## src/rtl/lot_pkg.sv

```systemverilog
// Shared types and default sizing for the parking-lot barrier arbiter.
package lot_pkg;

   typedef enum logic [1:0] {
      IDLE      = 2'd0,
      GRANT_IN  = 2'd1,
      GRANT_OUT = 2'd2,
      CLEAR     = 2'd3
   } lot_state_t;

   localparam int LOT_WIDTH    = 5;
   localparam int LOT_CAPACITY = 25;
   localparam int LOT_TIMEOUT  = 16;

endpackage

```

## src/rtl/gate_timer.sv

```systemverilog
// Grant watchdog: counts cycles while run is high and flags the final allowed cycle.
module gate_timer
   import lot_pkg::*;
#(
   parameter int TIMEOUT = LOT_TIMEOUT
) (
   input  logic clk,
   input  logic reset,
   input  logic run,
   input  logic clear,
   output logic expired
);

   localparam int CW = $clog2(TIMEOUT + 1);

   logic [CW-1:0] cnt_q;
   logic [CW-1:0] cnt_d;

   // Count restarts at zero on every grant because run drops in CLEAR/IDLE.
   always_comb begin
      cnt_d = '0;
      if (run && !clear) cnt_d = cnt_q + 1'b1;
   end

   assign expired = run && !clear && (cnt_q == CW'(TIMEOUT - 1));

   always_ff @(posedge clk) begin
      if (reset) cnt_q <= '0;
      else       cnt_q <= cnt_d;
   end

endmodule

```

## src/rtl/lot_gate_arbiter.sv

```systemverilog
// Shared-barrier arbiter for a parking lot entry/exit lane pair with occupancy tracking.
// Optional grant watchdog enabled by defining GATE_TIMEOUT_EN.
module lot_gate_arbiter
   import lot_pkg::*;
#(
   parameter int WIDTH    = LOT_WIDTH,
   parameter int CAPACITY = LOT_CAPACITY,
   parameter int TIMEOUT  = LOT_TIMEOUT
) (
   input  logic             clk,
   input  logic             reset,
   input  logic             entry_req,
   input  logic             exit_req,
   input  logic             enter_done,
   input  logic             exit_done,
   output logic             grant_in,
   output logic             grant_out,
   output logic [WIDTH-1:0] occupancy,
   output logic             full,
   output logic             empty,
   output logic             timeout_err
);

   localparam logic [WIDTH-1:0] CAP_V = WIDTH'(CAPACITY);

   lot_state_t       state_q;
   logic [WIDTH-1:0] occ_q, occ_d;
   logic             grant_in_q, grant_out_q, terr_q;
   logic             last_out_q;
   logic             qual_in, qual_out, pick_out;
   logic             done_hit, expired;

   assign full  = (occ_q == CAP_V);
   assign empty = (occ_q == '0);

   assign qual_in  = entry_req & ~full;
   assign qual_out = exit_req & ~empty;
   // Exit takes a tie unless it was the last direction served.
   assign pick_out = qual_out & (~qual_in | ~last_out_q);

   assign done_hit = ((state_q == GRANT_IN) && enter_done) ||
                     ((state_q == GRANT_OUT) && exit_done);

   always_comb begin
      occ_d = occ_q;
      if (state_q == GRANT_IN && enter_done && occ_q != CAP_V) occ_d = occ_q + 1'b1;
      if (state_q == GRANT_OUT && exit_done && occ_q != '0)    occ_d = occ_q - 1'b1;
   end

`ifdef GATE_TIMEOUT_EN
   gate_timer #(.TIMEOUT(TIMEOUT)) u_timer (
      .clk     (clk),
      .reset   (reset),
      .run     ((state_q == GRANT_IN) || (state_q == GRANT_OUT)),
      .clear   (done_hit),
      .expired (expired)
   );
`else
   assign expired = 1'b0;
`endif

   always_ff @(posedge clk) begin
      if (reset) begin
         state_q     <= IDLE;
         occ_q       <= '0;
         grant_in_q  <= 1'b0;
         grant_out_q <= 1'b0;
         terr_q      <= 1'b0;
         last_out_q  <= 1'b0;
      end else begin
         terr_q <= 1'b0;
         occ_q  <= occ_d;
         case (state_q)
            IDLE: begin
               if (pick_out) begin
                  state_q     <= GRANT_OUT;
                  grant_out_q <= 1'b1;
                  last_out_q  <= 1'b1;
               end else if (qual_in) begin
                  state_q    <= GRANT_IN;
                  grant_in_q <= 1'b1;
                  last_out_q <= 1'b0;
               end
            end
            GRANT_IN, GRANT_OUT: begin
               // A matching done on the expiry cycle counts as a normal completion.
               if (done_hit || expired) begin
                  state_q     <= CLEAR;
                  grant_in_q  <= 1'b0;
                  grant_out_q <= 1'b0;
                  terr_q      <= ~done_hit;
               end
            end
            default: state_q <= IDLE;
         endcase
      end
   end

   assign grant_in    = grant_in_q;
   assign grant_out   = grant_out_q;
   assign occupancy   = occ_q;
   assign timeout_err = terr_q;

endmodule
```

## config.mk

```make
export PLATFORM = sky130hd
export DESIGN_NAME = lot_gate_arbiter
export DESIGN_NICKNAME = d
export VERILOG_FILES = /design/src/rtl/lot_pkg.sv /design/src/rtl/gate_timer.sv /design/src/rtl/lot_gate_arbiter.sv
export SDC_FILE = /design/constraint.sdc
export NUM_CORES = 1
export LEC_CHECK = 0
export ABC_CLOCK_PERIOD_IN_PS = 3030
export CORE_UTILIZATION = 48
export CTS_CLUSTER_SIZE = 28
export DETAILED_ROUTE_END_ITERATION = 10
export GPL_TIMING_DRIVEN = 0
export HOLD_SLACK_MARGIN = 0.03
export PLACE_DENSITY = 0.76
export REMOVE_ABC_BUFFERS = 1
export SLEW_MARGIN = 10
export SYNTH_ARGS = -nofsm -noshare
export SYNTH_HDL_FRONTEND = slang
export SYNTH_HIERARCHICAL = 1
export SYNTH_SLANG_ARGS = --single-unit
```

## constraint.sdc

```tcl
create_clock -name clk -period 3.03 [get_ports clk]
set_input_delay 0.606 -clock clk [delete_from_list [all_inputs] [get_ports clk]]
set_output_delay 0.606 -clock clk [all_outputs]
set_load 0.02 [all_outputs]
```

After elaboration in Yosys (flattened, before gate mapping)
Cells that the tools add are included.
{"block": "classes", "add_sub_neg": 2, "multipliers": 0, "div": 0, "magnitude_cmp": 0, "eq_ne": 9, "shift": 0, "mux": 14, "bitwise_logic": 10, "reduce_logical": 17}
{"cell": "$mux 5", "count": 2}
{"cell": "$ne 2x2->1 const B", "count": 4}
{"cell": "$mux 1", "count": 6}
{"cell": "$mux 2", "count": 3}
{"cell": "$not 1->1", "count": 6}
{"cell": "$reduce_bool 2->1", "count": 3}
{"cell": "$add 5x1->5 const B", "count": 1}
{"cell": "$eq 5x5->1 const B", "count": 1}
{"cell": "$logic_not 5->1", "count": 1}
{"cell": "$ne 5x5->1 const B", "count": 1}
{"cell": "$reduce_bool 5->1", "count": 1}
{"cell": "$sub 5x1->5 const B", "count": 1}
{"cell": "$logic_and 1x1->1", "count": 4}
{"cell": "$pmux 1 s2", "count": 2}
{"cell": "$pmux 2 s2", "count": 1}
{"cell": "$reduce_and 2->1", "count": 2}
{"cell": "$reduce_and 4->1", "count": 1}
{"cell": "$and 1x1->1", "count": 3}
{"cell": "$ne 3x3->1 const B", "count": 1}
{"cell": "$reduce_and 3->1", "count": 1}
{"cell": "$reduce_or 3->1", "count": 1}
{"cell": "$eq 2x1->1 const B", "count": 1}
{"cell": "$eq 2x2->1 const B", "count": 1}
{"cell": "$logic_not 2->1", "count": 1}
{"cell": "other kinds (3)", "count": 3}
{"block": "totals", "regBits": 11, "latchBits": 0, "ram_bits": 0, "rom_bits": 0, "out_inout_bits": 10, "word_cells": 58, "memories": 0}

Logic depth before layout (Yosys ltp)
Gate-level depths: netlist (run 1).
{"block": "logic_depth", "word_depth": 8, "depth_mapped": 11, "mapped_depth_nobuf": 11}

Least setup slack after synthesis (run 1)
Ideal clock, no wire load.
{"block": "synth_timing", "path_type": "flip-flop to flip-flop", "startpoint": "register occ_q[4], in the netlist occupancy[4]", "endpoint": "register occ_q[4], in the netlist occupancy[4]", "arrival_time_ns": 2.585, "required_ns": 2.959, "setup_slack_ns": 0.374, "stages_incl_launch_ff": 10, "n_path_buf": 0, "path_cell_list": "dfxtp_1 -> or4_4 -> o21bai_4 -> inv_1 -> ha_1 -> nor2b_1 -> o21ai_0 -> and3_2 -> or4_1 -> a21oi_1"}
{"block": "synth_between", "elab_chain_len": 3, "word_cells_on_any_way": 9}
{"element": "from (decl)", "line_no": "lot_gate_arbiter.sv:27", "rtl": "logic [WIDTH-1:0] occ_q, occ_d;"}
{"element": "from (signal assigned)", "line_no": "lot_gate_arbiter.sv:65", "rtl": "occ_q <= '0;"}
{"element": "from (signal assigned)", "line_no": "lot_gate_arbiter.sv:72", "rtl": "occ_q <= occ_d;"}
{"element": "$add 5x1->5 (tied with other cells)", "line_no": "lot_gate_arbiter.sv:46", "rtl": "if (state_q == GRANT_IN && enter_done && occ_q != CAP_V) occ_d = occ_q + 1'b1;"}
{"element": "$mux 5 (tied with other cells)", "line_no": "lot_gate_arbiter.sv:46"}
{"element": "$mux 5 / $reduce_bool 2->1 (equally long branches)"}
Parallel ways exist; a longest one is shown, timed or not. The select of a mux whose other input is x is not followed.
A chain may end at the register's enable or synchronous reset.

Worst setup path after layout (run 1)
Same ends and word-level chain as after synthesis.

==> results of run 1 <==
## flip-flops by register name, indices dropped and copies added (netlist names)
register	count
occupancy	5
state_q	2
grant_in	1
grant_out	1
last_out_q	1
timeout_err	1
## Yosys cell counts, drive strengths merged
library cell and instances:
a41oi 1, a31oi 1, or4 2, nor3 2
or3 1, buf 1, mux2i 2, nand2 4
clkbuf 1, ha 7, o31ai 5, nor2 7
o221a 1, conb 1, o21ai 4, o211ai 1
a311oi 1, inv 9, a32o 1, o21a 2
fa 1, xnor2 3, a21o 1, a211oi 1
dfxtp 11, o21bai 1, nor2b 2, nand3 2
a21oi 5, and3 2
## per-stage QoR
step / power [uW] / setup WS (ps) / hold slack [ps] / cells
finish: 659 / 251 / 526 / 115
global route: 715 / 110 / 555 / 115
CTS: 665 / 254 / 527 / 115
detailed placement: 559 / 130 / 507 / 111
global placement: 553 / 130 / 485 / 111
floorplan: 456 / 375 / 506 / 81
## per-layer routing
layer	vias to the layer above	share of wire, %
met5	-	0
met3	2	5.3
met4	0	0.42
met2	12	54
met1	307	40
li1	330	-
## how the worst max path moves through the flow
stage	endpoint
after floorplan	occupancy[4]$_SDFFE_PP0P_
after global placement	occupancy[4]$_SDFFE_PP0P_
after detailed placement	occupancy[4]$_SDFFE_PP0P_
after CTS	occupancy[4]$_SDFFE_PP0P_
after global routing	occupancy[4]$_SDFFE_PP0P_
final	occupancy[4]$_SDFFE_PP0P_
## power by group through the flow
stage               Clock, uW  Combinational (uW)  Sequential (uW)
global placement            0                 342              211
CTS                       106                 349              209
detailed placement          0                 346              213
finish                    102                 348              209
floorplan                   0                 225              232
global route              115                 385              215
## cells by family (layout without fill, tap and decap cells)
logic type	Yosys count	in the layout	synth area share [%]
simple gates	22	22	15.5
xor+xnor	3	3	3.62
flops	11	11	30.3
fa+ha+maj	8	8	14.8
other cells	1	1	0.516
buf+inv	11	28	6.20
mux	2	2	2.75
compound gates	25	25	26.3
## layout make-up
type,count,area share [%]
multi-input cells,61,50.7
flip-flops and latches,11,24.2
repair buffers,15,16.5
inverters,9,3.71
clock buffers,4,2.88
well taps,15,2.06
==> out/metrics.yaml, run 1 <==
place:
  gp_congestion: 0.711
  place_area_sq_um: 885
  io_buffers: 15
  dp_hpwl_um: 1120
sta:
  rsz0062_at_grt: "false"
  finalHoldViolCount: 0
  tns_ps: 0
  fin_crit_sh_pct: 91.7
  period_needed_ps: 2780
  max_freq_mhz: 360
  final-setup-viol-count: 0
  skew_ps: 1.98
  report.final.slew_viol_count: 0
min_path:
  whs_endpoint: "grant_out$_SDFFE_PP0P_"
  worstHoldStart: "grant_out$_SDFFE_PP0P_"
  hold_depth: 1
  worstHoldPathType: "flip-flop to flip-flop"
setup_path:
  r2r_cells: 9
  cp-start-kind: "flip-flop"
  cp.depth: 9
  slowest_stage: "or4_4"
  timing.reg2reg.setup_slack_ps: 250
  critPathLaunch: "occupancy[4]$_SDFFE_PP0P_"
  endpoint_kind: "flip-flop"
  r2r_start: "occupancy[4]$_SDFFE_PP0P_"
  worstPathBufferInverterCount: 1
  worst-path-max-fanout: 6
  path_cells: "or4_4, o21bai_4, inv_1, ha_1, nor2b_1, o21ai_0, and3_2, or4_1, a21oi_1"
  crit_type: "flip-flop to flip-flop"
  max_stage_delay_ps: 590
  required_ps: 3230
  critPathTopFamily: "simple AND/OR/NAND/NOR gates"
  reg2reg_to: "occupancy[4]$_SDFFE_PP0P_"
  crit_arrival_ps: 2980
final_layout:
  layout_common_cells: "15 x clkdlybuf4s50_1, 11 x dfxtp_1, 9 x inv_1"
  regArea_sq_um: 220
  stdcell_area_sq_um: 911
  n_antenna_cell: 0
  nets: 115
  fill_cells: 118
  syn_to_final_growth_pct: 25.3
  postLayoutCoreUtil_pct: 67.5
  final_common_cell: "clkdlybuf4s50_1"
  drive_gt1_share_pct: 9.00
  multi_input_area_sq_um: 462
global_route:
  use_met3_pct: 10.9
  grt_use_met1_pct: 19.1
  antenna_found_initial: 0
  grt.busiest_layer: "met2"
  overflow: 0
  grt_max_degree: 12
  grt_util_met2_pct: 41.0
  track_usage_pct: 21.4
  grt_pass1_vias: 599
  grt_pass1_wl_um: 2300
synth:
  yosysWarnings: 6
  ys_seq_elements: 11
  avgSynthCellArea_sq_um: 8.76
  syn_area_sq_um: 727
  synthCells: 83
  yosysTopAreaCell: "dfxtp_1"
  synth_cell_types: 34
  ys_seq_area_share_pct: 30.3
  synth_top_area_share_pct: 30.3
  synth.area.top_cells: "dfxtp_1 30%, ha_1 12%, o31ai_1 5.2%"
clock_network:
  cts.sinks: 11
  clk_pin_slew_ps: 70
  clockRootBuffer: "clkbuf_4"
  cts_setup_buffers: 0
  numCtsBuffers: 3
  postCtsHoldBufs: 0
  ctsResizeCount: 0
  cts_tree: "yes"
  clock_latency_ps: 270
  clk_path_buf_depth: 2
  h-tree-depth: 1
route:
  drc: 0
  final_antenna_net_count: 0
  routed_wl_um: 1440
  drt_iter0_markers: 7
  routedWlPerCell_um: 12.5
  num_vias: 651
  drt_pass1_iterations: 3
  via_per_inst: 5.66
power_and_ir_drop:
  ir_worst_vdd_mv: 0.288
  p_int_uw: 391
  switchingPower_uw: 268
  pwr_density_cell_mw_per_mm2: 723
  power_frac_clock_pct: 15.5
  p_leak_uw: 0.000375
  switching_share_pct: 40.6
  comb_power_share_pct: 52.7
  pwr-share-seq_pct: 31.7
flow_run:
  drv_cap: 0
floorplanning:
  core_area_sq_mm: 0.00135
  die_area_sq_mm: 0.00167
  rows: 13
  die_h_um: 40.9
  io_pins: 16
  die_x_um: 40.9
  initial_core_util_pct: 53.8
run_status:
  outcome: "finished clean"
No activity file was read; power rests on OpenSTA's default activity.
==> run 2: changes to the inputs <==
ABC_CLOCK_PERIOD_IN_PS = 3300   (was 3030)
CORE_UTILIZATION = 52   (was 48)
PLACE_DENSITY = 0.82   (was 0.76)
clock period = 3.3 ns   (was 3.03 ns; I/O delays follow)
==> run 2 against run 1 <==
Sequential cell count did not move. Final area did not move. First-iteration DRC count rose by 86%. Worst setup slack improved by 310 ps. Core utilization rose by 2.5 points. Non-clock buffer count did not move.
==> out/metrics.yaml, run 2 (same netlist as run 1, synthesis figures left out) <==
clock_network:
  clockRootBuffer: "clkbuf_4"
  cts_setup_buffers: 0
  cts.sinks: 11
  h-tree-depth: 1
  clk_pin_slew_ps: 80
  ctsResizeCount: 0
  postCtsHoldBufs: 0
  clock_latency_ps: 270
  numCtsBuffers: 3
  clk_path_buf_depth: 2
  cts_tree: "yes"
route:
  drt_iter0_markers: 13
  final_antenna_net_count: 0
  num_vias: 630
  routedWlPerCell_um: 12.0
  via_per_inst: 5.48
  drc: 0
  drt_pass1_iterations: 6
  routed_wl_um: 1380
final_layout:
  fill_cells: 113
  largest_reg_flops: 5
  nets: 115
  drive_gt1_share_pct: 9.00
  syn_to_final_growth_pct: 25.3
  stdcell_area_sq_um: 911
  regArea_sq_um: 220
  n_antenna_cell: 0
  layout_common_cells: "15 x clkdlybuf4s50_1, 11 x dfxtp_1, 9 x inv_1"
  final_common_cell: "clkdlybuf4s50_1"
  multi_input_area_sq_um: 462
floorplanning:
  die_area_sq_mm: 0.00155
  rows: 13
  initial_core_util_pct: 55.9
  core_area_sq_mm: 0.00130
  die_x_um: 39.4
  io_pins: 16
  die_h_um: 39.4
sta:
  setup_slack_ps: 564
  max_freq_mhz: 366
  skew_ps: 3.68
  period_needed_ps: 2740
  fin_crit_sh_pct: 82.9
  rsz0062_at_grt: "false"
  report.final.slew_viol_count: 0
  finalHoldViolCount: 0
  final-setup-viol-count: 0
  tns_ps: 0
global_route:
  grt_pass1_wl_um: 2290
  track_usage_pct: 21.7
  grt.busiest_layer: "met2"
  grt_util_met2_pct: 43.3
  antenna_found_initial: 0
  use_met3_pct: 3.41
  grt_max_degree: 12
  overflow: 0
  grt_use_met1_pct: 21.9
  grt_pass1_vias: 594
flow_run:
  drv_cap: 0
place:
  place_area_sq_um: 885
  io_buffers: 15
  dp_hpwl_um: 1080
  place_ws_ps: 338
  gp_congestion: 0.763
power_and_ir_drop:
  ir_worst_vdd_mv: 0.319
  p_leak_uw: 0.000375
  pwr_density_cell_mw_per_mm2: 663
setup_path:
  cp-start-kind: "flip-flop"
  r2r_start: "occupancy[4]$_SDFFE_PP0P_"
  crit_type: "flip-flop to flip-flop"
  required_ps: 3490
  reg2reg_to: "occupancy[4]$_SDFFE_PP0P_"
  endpoint_kind: "flip-flop"
  worst-path-max-fanout: 6
  crit_arrival_ps: 2930
  r2r_cells: 9
  timing.reg2reg.setup_slack_ps: 560
run_status:
  outcome: "finished clean"
min_path:
  worstHoldPathType: "flip-flop to flip-flop"
  worstHoldStart: "grant_out$_SDFFE_PP0P_"
  whs_endpoint: "grant_out$_SDFFE_PP0P_"
  hold_depth: 1
==> run 2: worst max-delay path by stage <==
stage                                         start                         to  slack, ps
final                     occupancy[4]$_SDFFE_PP0P_  occupancy[4]$_SDFFE_PP0P_        560
after detailed placement                  exit_done  occupancy[4]$_SDFFE_PP0P_        340
after floorplan           occupancy[4]$_SDFFE_PP0P_  occupancy[4]$_SDFFE_PP0P_        650
after CTS                 occupancy[4]$_SDFFE_PP0P_  occupancy[4]$_SDFFE_PP0P_        550
after global routing      occupancy[4]$_SDFFE_PP0P_  occupancy[4]$_SDFFE_PP0P_        390
after global placement                    exit_done  occupancy[4]$_SDFFE_PP0P_        360
==> run 2: cell type report <==
cell class                 count  share of cell area [%]
multi-input combinational     61                    50.7
sequential                    11                    24.2
timing repair buffer          15                    16.5
inverter                       9                    3.71
clock buffer                   4                    2.88
tap                           15                    2.06
==> run 2: per-layer routing <==
layer,up-vias,share of wire (%)
li1,328,-
met1,297,48
met2,5,50
met3,0,1.8
met4,0,0
met5,-,0
==> run 2: report_power, final <==
group	total (uW)	leakage, uW	switching (uW)	internal, uW
Sequential	191	0.0000901	26.3	165
Clock	94.3	0.0000150	47.6	46.7
Combinational	318	0.000270	171	147
==> run 2: metrics by stage <==
stage | hold WS (ps) | total power (uW) | instances | util (%)
final | 500 | 603 | 115 | 70.0
after global routing | 540 | 649 | 115 | 70.0
after CTS | 507 | 609 | 115 | 70.0
after detailed placement | 489 | 513 | 111 | 68.0
after global placement | 482 | 508 | 111 | 68.0
after floorplan | 506 | 419 | 81 | -
==> run 2: worst max-delay path, cell delays in order, from the launching register on <==
cell,delay (ps)
dfxtp_1,360
or4_4,590
o21bai_4,200
inv_1,110
ha_1,330
nor2b_1,130
o21ai_0,110
and3_2,240
or4_1,460
a21oi_1,140
==> edit 1: new RTL, settings of run 2 <==
Make the reset (`reset`) asynchronous in one clocked block.
--- a/src/rtl/lot_gate_arbiter.sv
+++ b/src/rtl/lot_gate_arbiter.sv
@@ -61,3 +61,3 @@
 
-   always_ff @(posedge clk) begin
+   always_ff @(posedge clk or posedge reset) begin
       if (reset) begin
Formal check against the unedited RTL: differs if reset is asserted again (counterexample within 4 cycles, from zero or initial values and one cycle with reset high); with reset held inactive, the same outputs for 10 cycles.
==> edit 1 against run 2 <==
Final area up 3.7%; synthesized cell count down 1.2%; wire length up 16%; via count up 2.2%; first-iteration DRC count down 7.7%; worst setup slack worse by 55 ps; die area up 5.4%; synthesized area up 5.7%; global-route usage up 2.3 points; sequential cell count down 1.
Power is not compared: it rests on default switching activity, and its combinational part moved more than twofold at a synthesized area within 25%.
==> edit 1: results (changes against run 2) <==
Layout
The number of nets in the finished design came to 113 (was 115). The share of final-layout standard cells stronger than drive strength 1 was 0.1224 (was 0.09000).

Global routing
The pin count of the biggest net entering global routing is 11 (was 12). The global router's overall resource usage is 0.2400 (was 0.2168). The number of global-route vias before repair is 590 (was 594).

Routing
The final wirelength came to 1601 um (was 1379 um). The wire length on met1 is 707 um (was 667 um). The top layer used by detailed routing is met4 (was met3).

The average wire per standard cell came to 14.17 um (was 11.99 um). The routed length on met2 came to 799 um (was 687 um). The total number of vias is 644 (was 630).

STA
The final critical path time including I/O delays and setup is 2791 ps (was 2736 ps). The clock tree skew after final layout is 2.276 ps (was 3.684 ps).

Synthesis
Top post-synthesis cells by count: 11 x sky130_fd_sc_hd__inv_1, 10 x sky130_fd_sc_hd__dfrtp_1, 9 x sky130_fd_sc_hd__nand2_1, 7 x sky130_fd_sc_hd__ha_1, 5 x sky130_fd_sc_hd__nor2_1 (was 11 x sky130_fd_sc_hd__dfxtp_1, 9 x sky130_fd_sc_hd__inv_1, 7 x sky130_fd_sc_hd__ha_1, 7 x sky130_fd_sc_hd__nor2_1, 5 x sky130_fd_sc_hd__o31ai_1). The most common flop cell mapped by yosys is sky130_fd_sc_hd__dfrtp_1 (was sky130_fd_sc_hd__dfxtp_1). The number of cells produced by synthesis is 82 (was 83).

Dominant cells by area after synthesis: sky130_fd_sc_hd__dfrtp_1 33%, sky130_fd_sc_hd__ha_1 11%, sky130_fd_sc_hd__inv_1 5.4% (was sky130_fd_sc_hd__dfxtp_1 30%, sky130_fd_sc_hd__ha_1 12%, sky130_fd_sc_hd__o31ai_1 5.2%). The number of unique standard cell types used by synthesis is 30 (was 34).

Setup path
The cell count of the worst reg-to-reg path came to 8 (was 9). The cell type of the slowest stage on the worst timing path is sky130_fd_sc_hd__clkdlybuf4s50_1 (was sky130_fd_sc_hd__or4_4). The arrival time at the worst endpoint was 2130 ps (was 2930 ps).

The register-to-register setup slack is 790 ps (was 560 ps). The end point of the critical path was empty (was occupancy[4]$_SDFFE_PP0P_). The terminus of the critical flop-to-flop path is occupancy[4]$_DFFE_PP0P_ (was occupancy[4]$_SDFFE_PP0P_).

The timing startpoint of the critical path is occupancy[4]$_DFFE_PP0P_ (was occupancy[4]$_SDFFE_PP0P_). The delay contributed by the slowest stage of the critical path is 630 ps (was 590 ps).

Placement
The placed wire-length estimate was 1223 um (was 1076 um). The setup slack at placement is 676.8 ps (was 337.8 ps). The weighted congestion reported at the end of routability-driven placement is 0.7379 (was 0.7627).

Outcome
Status: finished, final reports clean (unchanged).

Worst hold path
The launch instance of the worst min-delay path is grant_out$_DFFE_PP0P_ (was grant_out$_SDFFE_PP0P_).
[edit 1: changes by cell type after synthesis, sizes merged, moves of 5 or more]
cell,change
dfxtp,-11
dfrtp,+10
nand2,+6
o31ai,-5
[edit 1: layer usage]
layer / vias to the layer above / GRT usage
met3: 7 / 0.06111
li1: 312 / -
met1: 306 / 0.2746
met5: - / 0
met2: 19 / 0.3889
met4: 0 / 0.1583
[edit 1: layout make-up]
| type | instances | area (um2) |
|---|---|---|
| inverter | 11 | 41.29 |
| timing repair buffer | 14 | 140.1 |
| sequential | 10 | 250.2 |
| multi-input combinational | 59 | 457.9 |
| fill | 108 | 389.1 |
| clock buffer | 4 | 36.28 |
| tap | 15 | 18.77 |
[edit 1: worst min path at each step]
stage / endpoint / slack (ps) / cells after the start
after floorplan: grant_in$_DFFE_PP0P_ / 500 / 1
after global placement: grant_out$_DFFE_PP0P_ / 490 / 1
after detailed placement: grant_out$_DFFE_PP0P_ / 490 / 1
after CTS: grant_out$_DFFE_PP0P_ / 510 / 1
after global routing: grant_in$_DFFE_PP0P_ / 550 / 1
final: grant_out$_DFFE_PP0P_ / 510 / 1
[edit 1: kinds of logic after synthesis]
logic type / count (synthesis) / share of synthesized area
AND/OR/NAND/NOR: 21 / 0.1254
other: 1 / 0.004881
XOR/XNOR: 4 / 0.04561
multiplexers: 3 / 0.03909
flip-flops: 10 / 0.3257
buffers and inverters: 13 / 0.07818
adder cells (fa/ha/maj): 8 / 0.1401
AO/OA/AOI/OAI: 22 / 0.2411
==> edit 2: new RTL, settings of run 2 <==
Made on the original files. Build with the macro `GATE_TIMEOUT_EN` defined.
--- a/src/rtl/lot_gate_arbiter.sv
+++ b/src/rtl/lot_gate_arbiter.sv
@@ -2,2 +2,4 @@
 // Optional grant watchdog enabled by defining GATE_TIMEOUT_EN.
+`define GATE_TIMEOUT_EN
+
 module lot_gate_arbiter
Formal check against the unedited RTL: same outputs for any inputs over 10 cycles, from zero or initial values and one cycle with reset high; that may be too few to reach the edited logic, so the function may still have changed.
==> edit 2 against run 2 <==
Total power increased by 30%; final area grew 28%; synthesized area increased by 31%; final cell count grew 26%; wire length rose by 35%; worst setup slack better by 77 ps; sequential cell count is 5 higher; highest routed layer is now met4.
==> edit 2: results (changes against run 2) <==
Outcome
Status: finished, final reports clean (unchanged).

STA
The tightest hold margin is 456.0 ps (was 499.5 ps). The clock tree skew after final layout is 3.895 ps (was 3.684 ps).

Clock network
The H-tree depth is 1 (unchanged). The master cell of the clock root buffer was sky130_fd_sc_hd__clkbuf_4 (unchanged). The clock slew at the register clock pins of the worst setup and hold paths was 100 ps (was 80 ps).

Synthesis
Top post-synthesis cells by count: 16 x sky130_fd_sc_hd__dfxtp_1, 12 x sky130_fd_sc_hd__nor2_1, 9 x sky130_fd_sc_hd__ha_1, 7 x sky130_fd_sc_hd__inv_1, 5 x sky130_fd_sc_hd__nand2_1 (was 11 x sky130_fd_sc_hd__dfxtp_1, 9 x sky130_fd_sc_hd__inv_1, 7 x sky130_fd_sc_hd__ha_1, 7 x sky130_fd_sc_hd__nor2_1, 5 x sky130_fd_sc_hd__o31ai_1). Dominant cells by area after synthesis: sky130_fd_sc_hd__dfxtp_1 34%, sky130_fd_sc_hd__ha_1 12%, sky130_fd_sc_hd__nor2_1 4.7% (was sky130_fd_sc_hd__dfxtp_1 30%, sky130_fd_sc_hd__ha_1 12%, sky130_fd_sc_hd__o31ai_1 5.2%). The sequential cell area fraction in the yosys report was 0.3360 (was 0.3029). The number of unique standard cell types used by synthesis is 41 (was 34). The share of the synthesized area in the top cell type is 0.3360 (was 0.3029).

Routing
The routed length on met2 is 910 um (was 687 um). The amount of wire on met3 after detailed routing is 86 um (was 25 um). The average wire per standard cell is 12.87 um (was 11.99 um). The total number of vias came to 814 (was 630). The length of the first detailed-routing pass in iterations is 4 (was 6).

The top layer used by detailed routing is met4 (was met3).

Placement
The placed wire-length estimate is 1442 um (was 1076 um). The cell area after placement is 1126 um2 (was 884.6 um2). The weighted congestion reported at the end of routability-driven placement is 0.8172 (was 0.7627).

Global routing
The number of global-route vias before repair was 756 (was 594). The first-pass GRT wire length is 3215 um (was 2290 um). The global router's overall resource usage came to 0.2233 (was 0.2168).

Setup path
The end point of the critical path was full (was occupancy[4]$_SDFFE_PP0P_). The timing startpoint of the critical path is occupancy[0]$_SDFFE_PP0P_ (was occupancy[4]$_SDFFE_PP0P_). The worst-path maximum fanout was 9 (was 6). The launching point of the worst reg2reg path is occupancy[2]$_SDFFE_PP0P_ (was occupancy[4]$_SDFFE_PP0P_).

The register-to-register setup slack is 690 ps (was 560 ps).

Power
The static power due to leakage is 0.0004460 uW (was 0.0003752 uW). The highest ir drop seen on vdd is 0.3230 mV (was 0.3186 mV). The proportion of total power due to net switching is 0.4027 (was 0.4060).

Layout
The number of nets in the finished design was 137 (was 115). The share of final-layout standard cells stronger than drive strength 1 came to 0.1083 (was 0.09000).

Worst hold path
The kind of path behind the tightest hold check was reg -> reg (unchanged).
==> edit 2: per-stage QoR <==
| stage | util | std cells | total power (uW) | worst slack [ps] |
|---|---|---|---|---|
| finish | 0.6732 | 145 | 784.0 | 640.9 |
| global route | 0.6732 | 145 | 842.9 | 536.9 |
| CTS | 0.6732 | 145 | 784.1 | 633.6 |
| detailed placement | 0.6522 | 141 | 655.6 | 494.4 |
| global placement | 0.6522 | 141 | 641.1 | 524.6 |
| floorplan | - | 101 | 538.8 | 792.6 |
==> edit 2: layer usage <==
layer	up-vias	global-route usage
li1	409	-
met1	378	0.2668
met2	23	0.3794
met3	4	0.04800
met4	0	0.1091
met5	-	0
==> edit 2: layout make-up <==
class	count	area [um2]
flip-flops and latches	16	320.3
multi-input cells	77	594.3
inverters	8	30.03
repair buffers	15	150.1
well taps	25	31.28
fillers	151	564.3
clock buffers	4	36.28
==> edit 2: power by group through the flow <==
stage | sequential, uW | clock, uW | combinational, uW
floorplan | 296 | 0 | 242
global placement | 281 | 0 | 360
detailed placement | 283 | 0 | 373
CTS | 279 | 131 | 374
global route | 286 | 140 | 416
finish | 278 | 131 | 374
==> edit 2: critical path: stages (launching register included) <==
cell and delay (ps):
sky130_fd_sc_hd__dfxtp_1 580, sky130_fd_sc_hd__nand3_1 160, sky130_fd_sc_hd__nor3_1 310, sky130_fd_sc_hd__clkdlybuf4s50_1 680
==> edit 2: cells by family after synthesis <==
| family | Yosys count | synth area share |
|---|---|---|
| compound gates | 25 | 0.2008 |
| xor+xnor | 4 | 0.03674 |
| fa+ha+maj | 10 | 0.1391 |
| buf+inv | 10 | 0.04067 |
| flops | 16 | 0.3360 |
| mux | 3 | 0.03281 |
| simple gates | 35 | 0.2139 |
==> edit 2: how the worst min path moves through the flow <==
stage,cells past startpoint,end,startpoint
after floorplan,1,u_timer/cnt_q[0]$_SDFF_PP0_,u_timer/cnt_q[0]$_SDFF_PP0_
after global placement,1,u_timer/cnt_q[0]$_SDFF_PP0_,u_timer/cnt_q[0]$_SDFF_PP0_
after detailed placement,1,u_timer/cnt_q[0]$_SDFF_PP0_,u_timer/cnt_q[0]$_SDFF_PP0_
after CTS,1,u_timer/cnt_q[0]$_SDFF_PP0_,u_timer/cnt_q[0]$_SDFF_PP0_
after global routing,1,u_timer/cnt_q[0]$_SDFF_PP0_,u_timer/cnt_q[0]$_SDFF_PP0_
final,1,u_timer/cnt_q[0]$_SDFF_PP0_,u_timer/cnt_q[0]$_SDFF_PP0_
